--- config.mk ---
export PLATFORM = sky130hd
export DESIGN_NAME = control_fsm
export DESIGN_NICKNAME = d
export VERILOG_FILES = /design/src/rtl/control_fsm.sv
export SDC_FILE = /design/constraint.sdc
export NUM_CORES = 1
export LEC_CHECK = 0
export ABC_AREA = 1
export BUFFER_PORTS_ARGS = -buffer_cell sky130_fd_sc_hd__buf_2
export CORE_MARGIN = 2
export CORE_UTILIZATION = 47
export CTS_CLUSTER_SIZE = 28
export DETAILED_ROUTE_END_ITERATION = 6
export GPL_ROUTABILITY_DRIVEN = 0
export PLACE_DENSITY = 0.95
export RECOVER_POWER = 100
export SLEW_MARGIN = 20
export SYNTH_ARGS = -nofsm -noshare
export SYNTH_HDL_FRONTEND = slang
export SYNTH_SLANG_ARGS = --single-unit
--- constraint.sdc ---
create_clock -name clk -period 4.62 [get_ports clk]
set_input_delay 0.693 -clock clk [delete_from_list [all_inputs] [get_ports clk]]
set_output_delay 0.693 -clock clk [all_outputs]
set_load 0.1 [all_outputs]
--- src/rtl/control_fsm.sv ---
// Multicycle main control unit: steps lw/sw/R-type/beq through fetch..writeback,
// drives datapath enables, mux selects and ALUOp, and faults on bad opcodes or memory stalls.
module control_fsm #(
   parameter int TIMEOUT = 16
) (
   input  logic        clk,
   input  logic        rst_n,
   input  logic [31:0] instrucao,
   input  logic        mem_ready,
   output logic        pc_write,
   output logic        ir_write,
   output logic        mem_read,
   output logic        mem_write,
   output logic        reg_write,
   output logic        adr_src,
   output logic [1:0]  alu_src_a,
   output logic [1:0]  alu_src_b,
   output logic [1:0]  result_src,
   output logic [1:0]  ALUOp,
   output logic        branch,
   output logic        fault,
   output logic [3:0]  state
);

   typedef enum logic [3:0] {
      S_RESET    = 4'd0,
      S_FETCH    = 4'd1,
      S_DECODE   = 4'd2,
      S_MEMADR   = 4'd3,
      S_MEMREAD  = 4'd4,
      S_MEMWB    = 4'd5,
      S_MEMWRITE = 4'd6,
      S_EXECR    = 4'd7,
      S_ALUWB    = 4'd8,
      S_BEQ      = 4'd9,
      S_FAULT    = 4'd10
   } state_t;

   typedef struct packed {
      logic       pc_write;
      logic       ir_write;
      logic       mem_read;
      logic       mem_write;
      logic       reg_write;
      logic       adr_src;
      logic [1:0] alu_src_a;
      logic [1:0] alu_src_b;
      logic [1:0] result_src;
      logic [1:0] alu_op;
      logic       branch;
      logic       fault;
   } ctrl_t;

   localparam logic [6:0] OP_LW  = 7'b0000011;
   localparam logic [6:0] OP_SW  = 7'b0100011;
   localparam logic [6:0] OP_R   = 7'b0110011;
   localparam logic [6:0] OP_BEQ = 7'b1100011;

   localparam int              CW        = $clog2(TIMEOUT + 1);
   localparam logic [CW-1:0]   WAIT_LAST = CW'(TIMEOUT - 1);
   localparam logic [CW-1:0]   WAIT_MAX  = CW'(TIMEOUT);

   state_t        cur_state, nxt_state;
   logic [CW-1:0] wait_cnt, wait_cnt_nxt;
   logic [6:0]    opcode;
   logic          in_wait;
   logic          timed_out;
   ctrl_t         ctrl;
   logic          unused_instr_bits;

   assign opcode            = instrucao[6:0];
   assign unused_instr_bits = ^instrucao[31:7];

   assign in_wait   = (cur_state == S_FETCH) || (cur_state == S_MEMREAD) ||
                      (cur_state == S_MEMWRITE);
   // A completing access on the last allowed cycle still wins over the timeout.
   assign timed_out = in_wait && !mem_ready && (wait_cnt == WAIT_LAST);

   // NOTE: every signal written in always_comb gets a default first, so no path can infer a latch.
   always_comb begin
      nxt_state = cur_state;
      case (cur_state)
         S_RESET:    nxt_state = S_FETCH;
         S_FETCH:    if (mem_ready) nxt_state = S_DECODE;
         S_DECODE: begin
            case (opcode)
               OP_LW, OP_SW: nxt_state = S_MEMADR;
               OP_R:         nxt_state = S_EXECR;
               OP_BEQ:       nxt_state = S_BEQ;
               default:      nxt_state = S_FAULT;
            endcase
         end
         S_MEMADR: begin
            if (opcode == OP_LW)      nxt_state = S_MEMREAD;
            else if (opcode == OP_SW) nxt_state = S_MEMWRITE;
            else                      nxt_state = S_FAULT;
         end
         S_MEMREAD:  if (mem_ready) nxt_state = S_MEMWB;
         S_MEMWRITE: if (mem_ready) nxt_state = S_FETCH;
         S_EXECR:    nxt_state = S_ALUWB;
         S_MEMWB,
         S_ALUWB,
         S_BEQ:      nxt_state = S_FETCH;
         S_FAULT:    nxt_state = S_FAULT;
         default:    nxt_state = S_FAULT;
      endcase
      if (timed_out) nxt_state = S_FAULT;
   end

   // Any state change clears the count, so each wait state starts from zero on entry.
   always_comb begin
      wait_cnt_nxt = wait_cnt;
      if (nxt_state != cur_state)
         wait_cnt_nxt = '0;
      else if (in_wait && !mem_ready && (wait_cnt != WAIT_MAX))
         wait_cnt_nxt = wait_cnt + CW'(1);
   end

   // NOTE: sequential state uses non-blocking assignments so all registers update together at the edge.
   always_ff @(posedge clk or negedge rst_n) begin
      if (!rst_n) begin
         cur_state <= S_RESET;
         wait_cnt  <= '0;
      end else begin
         cur_state <= nxt_state;
         wait_cnt  <= wait_cnt_nxt;
      end
   end

   always_comb begin
      ctrl = '0;
      case (cur_state)
         S_FETCH: begin
            ctrl.mem_read   = 1'b1;
            ctrl.alu_src_b  = 2'b10;
            ctrl.result_src = 2'b10;
            ctrl.ir_write   = mem_ready;
            ctrl.pc_write   = mem_ready;
         end
         S_DECODE: begin
            ctrl.alu_src_a = 2'b01;
            ctrl.alu_src_b = 2'b01;
         end
         S_MEMADR: begin
            ctrl.alu_src_a = 2'b10;
            ctrl.alu_src_b = 2'b01;
         end
         S_MEMREAD: begin
            ctrl.mem_read = 1'b1;
            ctrl.adr_src  = 1'b1;
         end
         S_MEMWB: begin
            ctrl.reg_write  = 1'b1;
            ctrl.result_src = 2'b01;
         end
         S_MEMWRITE: begin
            ctrl.mem_write = 1'b1;
            ctrl.adr_src   = 1'b1;
         end
         S_EXECR: begin
            ctrl.alu_src_a = 2'b10;
            ctrl.alu_op    = 2'b10;
         end
         S_ALUWB:  ctrl.reg_write = 1'b1;
         S_BEQ: begin
            ctrl.alu_src_a = 2'b10;
            ctrl.alu_op    = 2'b01;
            ctrl.branch    = 1'b1;
         end
         S_FAULT:  ctrl.fault = 1'b1;
         default:  ctrl = '0;
      endcase
   end

   assign pc_write   = ctrl.pc_write;
   assign ir_write   = ctrl.ir_write;
   assign mem_read   = ctrl.mem_read;
   assign mem_write  = ctrl.mem_write;
   assign reg_write  = ctrl.reg_write;
   assign adr_src    = ctrl.adr_src;
   assign alu_src_a  = ctrl.alu_src_a;
   assign alu_src_b  = ctrl.alu_src_b;
   assign result_src = ctrl.result_src;
   assign ALUOp      = ctrl.alu_op;
   assign branch     = ctrl.branch;
   assign fault      = ctrl.fault;
   assign state      = cur_state;

endmodule
==> impl_metrics.toml <==
[critical_path]
start_kind = "flip-flop"
critPathKind = "reg -> out"
critPathMaxFanout = 8
cp_top_family = "buffers and inverters"
crit_path_cell_trace = "nor2_2, nand2_1, nor2_1, clkbuf_1"
rr_endpoint = "wait_cnt[3]$_DFFE_PN0P_"
cp_slowest_cell = "clkbuf_1"
slowest_delay_ns = 0.87
endpoint_kind = "output port"
cp.arrival_ns = 2.18
worst-path-buf-inv = 1
crit_path_start = "state[3]$_DFF_PN0_"
r2r-start = "wait_cnt[0]$_DFFE_PN0P_"
cp_num_cells = 4
reg2regPathDepth = 11
crit_required_ns = 3.93
r2r_slack_ns = 2.73
cp-endpoint = "pc_write"

[timing]
drv_slew = 0
tightest_slew_ns = 1.16
post-route-min-period_ns = 2.87
final.setup.tns_ns = 0
fmax_ghz = 0.348
hold_violations = 0
rsz0062_at_grt = "false"
setup_viol = 0
min_period_over_period_pct = 62.2
layout_setup_ws_ns = 1.75
maxSlewHeadroom_pct = 22.8
finalClockSkew_ns = 0.00253

[cts]
postCtsSetupBuffers = 0
clock-root-buffer = "clkbuf_4"
postCtsHoldBufs = 0
clockBufferDepth = 2
clk_pin_slew_worst_paths_ns = 0.06
ctsResizeCount = 0
htree_levels = 1
cts-buffers-inserted = 3
clk_latency_ns = 0.25
cts_tree = "done"
cts_sinks = 9

[place]
io_buffers = 29
post-place-ws_ns = 2.46
dpl.hpwl_um = 1570

[drt]
antenna_left = 0
wl_per_cell_um = 9.60
wl_um = 1910
drtPass1Iterations = 4
drt-initial-drc-count = 16
via_per_inst = 4.83
drc = 0
vias = 962

[final_layout]
fin_util_pct = 55.3
fillers = 202
finalNetCount = 211
final_common_cell = "nand2_1"
multi_input_area_um2 = 566
diodes = 0
layout_common_cells = "34 x nand2_1, 23 x inv_1, 22 x clkbuf_1"
area_delta_synth_final_pct = 13.0
layout-drive-gt1-share_pct = 18.0
regArea_um2 = 225

[synthesis]
avgSynthCellArea_um2 = 6.70
ys_types = 23
ys_ff_latch = 9
synth_top_area_share_pct = 23.7
yosys_warnings = 0
synth.net_count = 180
synthCells = 142
syn_area_um2 = 951
synth_area_leaders = "dfrtp_1 24%, nand2_1 13%, inv_1 9.1%"
yosysSeqAreaShare_pct = 23.7
synth_area_leader_cell = "dfrtp_1"

[global_routing]
grt_max_degree = 10
grt_pass1_wl_um = 3320
antenna_found_initial = 0
grt_usage_pct = 17.0
grt_overflow = 0
grt_pass1_vias = 832

[floorplan]
die_x_um = 49.0
io_pins = 55
fp.dieH_um = 49.0
start_util_pct = 49.0
core_um2 = 1940
rows = 16
dieArea_um2 = 2400

[power]
power.density_nw_per_um2 = 138
leakage_uw = 0.000541
peakVddDrop_mv = 0.127

[job]
maxCapViolCount = 0

[worst_hold_path]
hp-class = "in -> async"

[run_status]
status = "finished, final reports clean"
-- cells in the mapped netlist --
master / instances
nor2_2: 5
nor3_1: 2
nor3_2: 5
dfrtp_1: 9
inv_2: 5
nor2_1: 14
o21ai_0: 6
ha_1: 3
o211ai_1: 1
xor2_1: 3
nand4_1: 2
inv_1: 23
o21ai_4: 1
nand3_4: 1
buf_4: 3
o21ai_1: 2
nand2_1: 32
nand3_2: 3
nand2_4: 2
nand3_1: 14
nor2_4: 3
a21boi_0: 1
nand2_2: 2
-- how the worst min path moves through the flow --
stage / start / depth (start not counted) / end
after global placement: rst_n / 1 / wait_cnt[1]$_DFFE_PN0P_
after floorplan: rst_n / 0 / state[0]$_DFF_PN0_
after CTS: rst_n / 1 / state[2]$_DFF_PN0_
final: rst_n / 1 / wait_cnt[1]$_DFFE_PN0P_
after detailed placement: rst_n / 1 / wait_cnt[1]$_DFFE_PN0P_
after global routing: rst_n / 1 / state[3]$_DFF_PN0_
-- registers in the layout (all words and copies together), names as in the netlist --
name	count
state	4
wait_cnt	5
-- metal layers --
layer / wire, µm / global-route usage (%) / part of all wire (%) / up-vias
met5: 0 / 0 / 0 / -
met4: 8 / 4.29 / 0.42 / 0
met3: 60 / 2.76 / 3.1 / 2
met2: 904 / 28.5 / 47 / 18
met1: 937 / 22.8 / 49 / 439
li1: - / - / - / 503
-- final cells by class --
class                   count  share of cell area (%)
multi-input cells         102                    52.6
flip-flops and latches      9                    21.0
repair buffers             29                    11.1
inverters                  28                    9.78
well taps                  27                    3.14
clock buffers               4                    2.44
-- power by group --
group / internal (µW) / total (µW) / switching [µW] / leakage, µW
clock network: 33.1 / 58.3 / 25.2 / 0.0000150
logic: 3.98 / 10.9 / 6.92 / 0.000411
registers: 78.8 / 78.8 / 0 / 0.000115
-- per-stage QoR --
| step | cell area (µm²) | hold WS (ns) | power (µW) | std cells |
|---|---|---|---|---|
| 2_1_floorplan | 951 | 0.397 | 84.7 | 142 |
| 3_3_place_gp | 1110 | 0.546 | 91.1 | 195 |
| 3_5_place_dp | 1110 | 0.549 | 91.3 | 195 |
| 4_1_cts | 1130 | 0.275 | 151 | 199 |
| 5_1_grt | 1070 | 0.380 | 158 | 199 |
| 6_report | 1070 | 0.356 | 148 | 199 |
-- cell families after synthesis --
kind of cell             Yosys count  share of synthesized area (%)
flip-flops                         9                           23.7
adder cells (fa/ha/maj)            3                           3.95
AO/OA/AOI/OAI                     11                           7.50
XOR/XNOR                           3                           2.76
AND/OR/NAND/NOR                   85                           48.7
buffers and inverters             31                           13.4
Power figures use the tool's default switching activity.
